### src/rtl/coin_pkg.sv
// Shared coin definitions for the vending datapath: coin values, money width,
// dispenser state encoding and coin-select codes used by accumulator and dispenser.
package coin_pkg;

    localparam int MONEY_W       = 10;
    localparam int QUARTER_VALUE = 25;
    localparam int DIME_VALUE    = 10;
    localparam int NICKEL_VALUE  = 5;

    typedef enum logic [1:0] {
        ST_IDLE   = 2'd0,
        ST_SELECT = 2'd1,
        ST_EJECT  = 2'd2,
        ST_FINISH = 2'd3
    } disp_state_e;

    typedef enum logic [1:0] {
        COIN_NONE = 2'd0,
        COIN_Q    = 2'd1,
        COIN_D    = 2'd2,
        COIN_N    = 2'd3
    } coin_e;

endpackage

### src/rtl/coin_select.sv
// Greedy coin chooser: largest coin that fits the remaining amount and is in stock.
// Purely combinational so the priority rules can be exercised on their own.
module coin_select
    import coin_pkg::*;
#(
    parameter int STOCK_W = 8
) (
    input  logic [MONEY_W-1:0] remaining,
    input  logic [STOCK_W-1:0] stockQ,
    input  logic [STOCK_W-1:0] stockD,
    input  logic [STOCK_W-1:0] stockN,
    output coin_e              sel_coin,
    output logic [MONEY_W-1:0] sel_value
);

    always_comb begin
        sel_coin  = COIN_NONE;
        sel_value = '0;
        if (remaining >= MONEY_W'(QUARTER_VALUE) && stockQ != '0) begin
            sel_coin  = COIN_Q;
            sel_value = MONEY_W'(QUARTER_VALUE);
        end else if (remaining >= MONEY_W'(DIME_VALUE) && stockD != '0) begin
            sel_coin  = COIN_D;
            sel_value = MONEY_W'(DIME_VALUE);
        end else if (remaining >= MONEY_W'(NICKEL_VALUE) && stockN != '0) begin
            sel_coin  = COIN_N;
            sel_value = MONEY_W'(NICKEL_VALUE);
        end
    end

endmodule

### src/rtl/coin_dispenser.sv
// Change-return dispenser: pays a cents amount as individual coin ejects, greedy
// and stock-limited, one coin per eject handshake; unpaid cents go to shortfall.
module coin_dispenser
    import coin_pkg::*;
#(
    parameter int STOCK_W = 8
) (
    input  logic               clk,
    input  logic               rst,
    input  logic               start,
    input  logic [MONEY_W-1:0] amount,
    input  logic               restock,
    input  logic [STOCK_W-1:0] stockQ_in,
    input  logic [STOCK_W-1:0] stockD_in,
    input  logic [STOCK_W-1:0] stockN_in,
    input  logic               coin_ack,
    output logic               outQ,
    output logic               outD,
    output logic               outN,
    output logic               busy,
    output logic               done,
    output logic [MONEY_W-1:0] shortfall,
    output logic [STOCK_W-1:0] stockQ,
    output logic [STOCK_W-1:0] stockD,
    output logic [STOCK_W-1:0] stockN,
    output disp_state_e        dbg_state
);

    // Eject handshake: an out* line is a level request that stays high until
    // coin_ack is sampled high on a rising edge; that edge completes the coin.

    disp_state_e        state_q, state_d;
    logic [MONEY_W-1:0] remaining_q, remaining_d;
    logic [MONEY_W-1:0] eject_value_q, eject_value_d;
    logic [MONEY_W-1:0] shortfall_q, shortfall_d;
    logic [STOCK_W-1:0] stockQ_q, stockQ_d;
    logic [STOCK_W-1:0] stockD_q, stockD_d;
    logic [STOCK_W-1:0] stockN_q, stockN_d;
    logic               outQ_q, outQ_d;
    logic               outD_q, outD_d;
    logic               outN_q, outN_d;

    coin_e              sel_coin;
    logic [MONEY_W-1:0] sel_value;

    coin_select #(.STOCK_W(STOCK_W)) u_coin_select (
        .remaining (remaining_q),
        .stockQ    (stockQ_q),
        .stockD    (stockD_q),
        .stockN    (stockN_q),
        .sel_coin  (sel_coin),
        .sel_value (sel_value)
    );

    always_ff @(posedge clk or negedge rst) begin
        if (!rst) begin
            state_q       <= ST_IDLE;
            remaining_q   <= '0;
            eject_value_q <= '0;
            shortfall_q   <= '0;
            stockQ_q      <= '0;
            stockD_q      <= '0;
            stockN_q      <= '0;
            outQ_q        <= 1'b0;
            outD_q        <= 1'b0;
            outN_q        <= 1'b0;
        end else begin
            state_q       <= state_d;
            remaining_q   <= remaining_d;
            eject_value_q <= eject_value_d;
            shortfall_q   <= shortfall_d;
            stockQ_q      <= stockQ_d;
            stockD_q      <= stockD_d;
            stockN_q      <= stockN_d;
            outQ_q        <= outQ_d;
            outD_q        <= outD_d;
            outN_q        <= outN_d;
        end
    end

    always_comb begin
        state_d       = state_q;
        remaining_d   = remaining_q;
        eject_value_d = eject_value_q;
        shortfall_d   = shortfall_q;
        stockQ_d      = stockQ_q;
        stockD_d      = stockD_q;
        stockN_d      = stockN_q;
        outQ_d        = outQ_q;
        outD_d        = outD_q;
        outN_d        = outN_q;
        case (state_q)
            ST_IDLE: begin
                if (restock) begin
                    stockQ_d = stockQ_in;
                    stockD_d = stockD_in;
                    stockN_d = stockN_in;
                end
                if (start) begin
                    remaining_d = amount;
                    state_d     = ST_SELECT;
                end
            end
            ST_SELECT: begin
                eject_value_d = sel_value;
                state_d       = ST_EJECT;
                case (sel_coin)
                    COIN_Q:  outQ_d = 1'b1;
                    COIN_D:  outD_d = 1'b1;
                    COIN_N:  outN_d = 1'b1;
                    default: begin
                        // shortfall is loaded here so it is already valid while done is high
                        shortfall_d = remaining_q;
                        state_d     = ST_FINISH;
                    end
                endcase
            end
            ST_EJECT: begin
                if (coin_ack) begin
                    remaining_d = remaining_q - eject_value_q;
                    if (outQ_q) stockQ_d = stockQ_q - STOCK_W'(1);
                    if (outD_q) stockD_d = stockD_q - STOCK_W'(1);
                    if (outN_q) stockN_d = stockN_q - STOCK_W'(1);
                    outQ_d  = 1'b0;
                    outD_d  = 1'b0;
                    outN_d  = 1'b0;
                    state_d = ST_SELECT;
                end
            end
            ST_FINISH: begin
                state_d = ST_IDLE;
            end
            default: begin
                state_d = ST_IDLE;
            end
        endcase
    end

    assign outQ      = outQ_q;
    assign outD      = outD_q;
    assign outN      = outN_q;
    assign busy      = (state_q != ST_IDLE);
    assign done      = (state_q == ST_FINISH);
    assign shortfall = shortfall_q;
    assign stockQ    = stockQ_q;
    assign stockD    = stockD_q;
    assign stockN    = stockN_q;
    assign dbg_state = state_q;

endmodule
### config.mk
export PLATFORM = sky130hd
export DESIGN_NAME = coin_dispenser
export DESIGN_NICKNAME = d
export VERILOG_FILES = /design/src/rtl/coin_pkg.sv /design/src/rtl/coin_select.sv /design/src/rtl/coin_dispenser.sv
export SDC_FILE = /design/constraint.sdc
export NUM_CORES = 1
export LEC_CHECK = 0
export CORE_MARGIN = 5
export CORE_UTILIZATION = 45
export DETAILED_ROUTE_END_ITERATION = 7
export PLACE_DENSITY = 0.77
export SLEW_MARGIN = 10
export SYNTH_ARGS = -nofsm -noshare
export SYNTH_HDL_FRONTEND = slang
export SYNTH_SLANG_ARGS = --single-unit
### constraint.sdc
create_clock -name clk -period 2.6 [get_ports clk]
set_clock_uncertainty 0.1 [all_clocks]
set_input_delay 0.52 -clock clk [delete_from_list [all_inputs] [get_ports clk]]
set_output_delay 0.52 -clock clk [all_outputs]
set_load 0.05 [all_outputs]
==> results of run 1 <==
## registers in the layout, indices dropped and copies added, names as in the netlist, 2 cells and up
register,cells
shortfall,10
stockQ,8
dbg_state,2
stockN,8
remaining_q,10
eject_value_q,5
stockD,8
## routing by layer
metal | share of wire (%) | track usage [%] | up-vias
li1 | - | - | 1460
met1 | 43 | 25.74 | 1416
met2 | 48 | 33.00 | 120
met3 | 7.3 | 4.087 | 14
met4 | 1.7 | 6.378 | 0
met5 | 0 | 0 | -
## final cells by class
class                   count  area [um^2]  share of cell area (%)
flip-flops and latches     54         1351                   31.97
repair buffers             95        913.4                   21.61
clock buffers               8        110.1                   2.605
well taps                  96        120.1                   2.842
inverters                  14        52.55                   1.243
multi-input cells         268         1679                   39.73
## power by group through the flow
stage	logic (mW)	registers, mW	clock network [mW]
global route	3.55	1.65	0.590
floorplan	1.50	2.23	0
CTS	3.27	1.59	0.560
global placement	3.17	1.58	0
finish	3.26	1.60	0.549
detailed placement	3.24	1.60	0
## per-stage QoR
stage / hold slack (ns) / util, % / worst slack [ns] / instance area [um^2]
after detailed placement: 0.3678 / 60.53 / 0.06560 / 4113
after floorplan: 0.1244 / - / 0.04769 / 3153
after global placement: 0.3754 / 60.53 / 0.1095 / 4113
final: 0.1245 / 62.21 / 0.09339 / 4227
after global routing: 0.1622 / 62.21 / 0.001597 / 4227
after CTS: 0.1400 / 62.15 / 0.04558 / 4223
## cells in the mapped netlist, types with 3 or more instances
library cell | n | share of area, %
a211oi_1 | 4 | 0.95
a21o_1 | 4 | 0.95
a21oi_1 | 41 | 6.5
a22oi_1 | 5 | 1.2
and3_1 | 3 | 0.60
clkbuf_1 | 15 | 1.8
dfrtp_1 | 54 | 43
ha_1 | 9 | 3.6
inv_1 | 14 | 1.7
mux2_4 | 9 | 4.3
nand2_1 | 28 | 3.3
nand2b_1 | 7 | 1.4
nand3_1 | 13 | 2.1
nand4_1 | 3 | 0.60
nor2_1 | 34 | 4.0
nor2b_1 | 3 | 0.60
nor3_1 | 14 | 2.2
nor4_1 | 5 | 0.99
o21a_1 | 7 | 1.7
o21ai_0 | 36 | 5.7
o22ai_1 | 4 | 0.79
o311ai_0 | 3 | 0.83
o31ai_1 | 4 | 0.95
or3_1 | 6 | 1.2
## logic make-up (layout without fill, tap and decap cells)
family                   count (synthesis)  after routing
AO/OA/AOI/OAI                          117            117
adder cells (fa/ha/maj)                 10             10
buffers and inverters                   31            117
AND/OR/NAND/NOR                        129            129
flip-flops                              54             54
multiplexers                            12             12
## final timing paths
path | cells after the start | endpoint | slack [ns]
min in group clk | 2 | eject_value_q[2] | 0.38
worst max-delay path | 6 | shortfall[0] | 0.09
worst min register to register | 2 | eject_value_q[2] | 0.38
worst min-delay path | 1 | shortfall[2] | 0.12
max in group asynchronous | 2 | eject_value_q[4] | 1.69
worst max register to register | 6 | shortfall[0] | 0.09
## timing repair
action                                  CTS  global route
hold endpoints to repair                  0             0
gates resized for setup                   0             1
buffers inserted                          0             0
endpoints found under the setup margin    0            10
==> flow_metrics.tcl, run 1 <==
set metrics [dict create \
    fp.dieW_um 93.71 \
    hold_violations 0 \
    fin_crit_ns 2.507 \
    antenna_cells 0 \
    num_vias 3010 \
    clk_transition_reported_paths_ns 0.09 \
    synthMuxAreaShare_pct 5.357 \
    start_util_pct 46.41 \
    overflow 0 \
    fin_crit_sh_pct 96.41 \
    fin_setup_tns_ns 0 \
    seqPwrFrac_pct 29.5 \
    combPwrFrac_pct 60.4 \
    p_sw_mw 2.770 \
    globalplace.congestion 0.8857 \
    grt_pass1_wl_um 13850 \
    synth-simple-area-share_pct 20.67 \
    seq_area_frac_synth_pct 42.86 \
    finalMaxSlewViolations 0 \
    antenna_found_initial 0 \
    grt_max_degree 29 \
    instances_no_fill 535 \
    leakagePower_nw 1.792 \
    intPower_mw 2.639 \
    worst_setup_path_start_kind "register" \
    power_density_nw_per_um2 1280 \
    wl_um 8578 \
    insertion_delay_ns 0.32 \
    routedWlPerCell_um 16.03 \
    yosys_most_used_dff "dfrtp_1" \
    synth_edf_count 0 \
    synth_fa_ha_area_share_pct 4.206 \
    tritoncts "done" \
    synth_top_family_by_area "compound AO/OA/AOI/OAI gates" \
    yosys_warnings 0 \
    max_cap_violations 0 \
    path_max_fanout 11 \
    layout_common_cells "clkdlybuf4s50_1 (76), dfrtp_1 (54), a21oi_1 (41), o21ai_0 (36), nor2_1 (33)" \
    worstSetupEndpointType "register" \
    cts_hold_buf 0 \
    drt-pass1-iter-count 4 \
    drc 0 \
    rows 30 \
    r2r-start "remaining_q[5]" \
    die_area_um2 8781 \
    syn_area_um2 3153 \
    ys_seq_elements 54 \
    layout.nets 487 \
    syn_inst 353 \
    detail-route-antenna-nets 0 \
    cts_max_path_buffers 2 \
    timing.slew.headroom_pct 55.58 \
    cpLargestDelayFamily "simple AND/OR/NAND/NOR gates" \
    worst-path-buf-inv 1 \
    area.growth.synth_to_final_pct 34.05 \
    cp_cell_sequence "or4_4, or3_4, o32ai_4, nand4b_2, buf_4, mux2_1" \
    power_mw 5.408 \
    synthesis.nets 402 \
    placedCellCount 527 \
    cts.sinks 54 \
    grt_use_total_pct 19.82 \
    fill_cells 598 \
    status "complete, no violations" \
    drt_iter0_drc 135 \
    cts-root-buf "clkbuf_8" \
    setup.worst_path.class "register to register" \
    layout-drive-gt1-share_pct 10.71 \
    timing.fmax_ghz 0.3989 \
    drt-vias-per-instance 5.626 \
    synthXorXnorAreaFrac_pct 0 \
    rsz0062_at_grt "false" \
    ys_types 45 \
    dpl.hpwl_um 6271 \
    worst_ep_required_time_ns 2.70 \
    clockPowerShare_pct 10.1 \
    die_height_um 93.71 \
    numCtsBuffers 5 \
    arrival_ns 2.61 \
    core-area_um2 6794 \
    hp-class "input port to async pin" \
    port_buffers 79 \
    power.share.switching_pct 51.21 \
    ir_drop_uv 803.6 \
    worst_pin_slew_ns 0.6662 \
    crit_slowest_cell "or4_4" \
    final_common_cell "clkdlybuf4s50_1" \
    htreeDepth 2 \
    setup_viol 0 \
    synth_compound_area_share_pct 22.74 \
    ioPinCount 80 \
    crit_path_start "remaining_q[5]" \
    syn_avg_cell_area_um2 8.932 \
    cpPeakStageDelay_ns 0.55 \
    grt_pass1_vias 2894 \
    synthArstFlopShare_pct 100.0 \
]
No activity file was read; power rests on OpenSTA's default activity.
==> run 2, diff against run 1 <==
--- a/config.mk
+++ b/config.mk
@@ -6,9 +6,9 @@
 export NUM_CORES = 1
 export LEC_CHECK = 0
 export CORE_MARGIN = 5
-export CORE_UTILIZATION = 45
+export CORE_UTILIZATION = 44
 export DETAILED_ROUTE_END_ITERATION = 7
-export PLACE_DENSITY = 0.77
+export PLACE_DENSITY = 0.76
 export SLEW_MARGIN = 10
 export SYNTH_ARGS = -nofsm -noshare
 export SYNTH_HDL_FRONTEND = slang
==> flow_metrics.tcl, run 2 (synthesized netlist as in run 1, its figures left out) <==
set metrics [dict create \
    status "complete, no violations" \
    dpl.hpwl_um 6171 \
    core-area_um2 6869 \
    antenna_found_initial 0 \
    rows 30 \
    power_mw 5.305 \
    timing.fmax_ghz 0.3982 \
    path_max_fanout 11 \
    ioPinCount 80 \
    timing.slew.headroom_pct 53.05 \
    hold_violations 0 \
    detail-route-antenna-nets 0 \
    die_area_um2 8959 \
    drc 0 \
    grt_max_degree 55 \
    arrival_ns 1.89 \
    power_density_nw_per_um2 1265 \
    grt_pass1_vias 2937 \
    drt_iter0_drc 127 \
    drt-vias-per-instance 5.621 \
    layout-drive-gt1-share_pct 9.382 \
    instances_no_fill 533 \
    overflow 0 \
    ir_drop_uv 710.0 \
    final_common_cell "clkdlybuf4s50_1" \
    fin_crit_ns 2.511 \
    worst_pin_slew_ns 0.7042 \
    htreeDepth 2 \
    layout.nets 485 \
    grt_pass1_wl_um 13820 \
    die_height_um 94.65 \
    worst_setup_path_start_kind "register" \
    globalplace.congestion 0.8473 \
    rsz0062_at_grt "false" \
    tritoncts "done" \
    worstSetupEndpointType "primary output" \
    num_vias 2996 \
    pre_cts_ws_ns 0.07086 \
    leakagePower_nw 1.770 \
    fin_crit_sh_pct 96.59 \
    insertion_delay_ns 0.31 \
    antenna_cells 0 \
    hp-class "input port to async pin" \
    fill_cells 613 \
    fin_area_um2 4195 \
    fp.dieW_um 94.65 \
    cts-root-buf "clkbuf_8" \
    drt-pass1-iter-count 4 \
    dpl-instance-area_um2 4100 \
    cts.sinks 54 \
    setup.worst_path.class "register to primary output" \
    grt_use_total_pct 19.18 \
    max_cap_violations 0 \
    setup_viol 0 \
    port_buffers 79 \
    area.growth.synth_to_final_pct 33.06 \
    routedWlPerCell_um 15.44 \
    worst_ep_required_time_ns 1.98 \
    finalMaxSlewViolations 0 \
    start_util_pct 45.90 \
    clk_transition_reported_paths_ns 0.10 \
    numCtsBuffers 5 \
    cts_max_path_buffers 2 \
    wl_um 8228 \
    fin_setup_tns_ns 0 \
    layout_common_cells "clkdlybuf4s50_1 (78), dfrtp_1 (54), a21oi_1 (41), o21ai_0 (36), nor2_1 (34)" \
    placedCellCount 525 \
    worst_slack_ns 0.08869 \
]
[run 2: changes by cell type in the layout (fill, tap and decap cells not counted)]
cell | before | now
nor2_1 | 33 | 34
nor2_2 | 1 | 0
buf_4 | 17 | 13
clkbuf_8 | 8 | 6
clkdlybuf4s50_1 | 76 | 78
clkbuf_1 | 0 | 1
clkinv_2 | 0 | 1
[run 2: final timing paths]
path | from | endpoint | slack [ns] | depth (start not counted)
setup / recovery | dbg_state[1] | done | 0.09 | 2
setup reg to reg | remaining_q[5] | shortfall[0] | 0.10 | 6
max in group asynchronous | rst | stockQ[6] | 1.69 | 2
min in group clk | eject_value_q[2] | eject_value_q[2] | 0.39 | 2
hold / removal | rst | remaining_q[1] | 0.23 | 2
hold reg to reg | eject_value_q[2] | eject_value_q[2] | 0.39 | 2
[run 2: power by group]
part           switching [mW]  total [mW]  internal, mW
logic                    2.05        3.24          1.20
registers               0.411        1.57          1.16
clock network           0.271       0.487         0.216
total                    2.73        5.31          2.58
[run 2: worst max-delay path: stages (launching register included)]
cell	delay [ns]
dfrtp_1	0.60
and2_1	0.18
clkdlybuf4s50_1	0.80
[run 2: per-stage QoR]
step / utilization [%] / hold WS [ns]
3_5_place_dp: 59.69 / 0.3692
6_report: 61.07 / 0.2341
5_1_grt: 61.07 / 0.2974
2_1_floorplan: - / 0.1244
3_3_place_gp: 59.69 / 0.3695
4_1_cts: 61.02 / 0.2655
[run 2: layout make-up]
| type | instances | area [um^2] | share of cell area [%] |
|---|---|---|---|
| multi-input cells | 268 | 1677 | 39.96 |
| flip-flops and latches | 54 | 1351 | 32.21 |
| clock inverters | 1 | 5.005 | 0.1193 |
| well taps | 96 | 120.1 | 2.863 |
| inverters | 14 | 52.55 | 1.253 |
| clock buffers | 7 | 86.33 | 2.058 |
| repair buffers | 93 | 903.4 | 21.53 |
[run 2: metal layers]
metal	vias to the layer above	GRT usage, %	wire (um)
li1	1454	-	-
met1	1440	24.71	3714
met2	85	32.35	3867
met3	17	4.303	502
met4	0	5.288	144
met5	-	0	0
[run 2: timing repair]
action / 4_1_cts / 5_1_grt
hold buffers: 0 / 0
setup buffers: 0 / 0
setup endpoints to repair: 0 / 7
resized for setup: 0 / 1
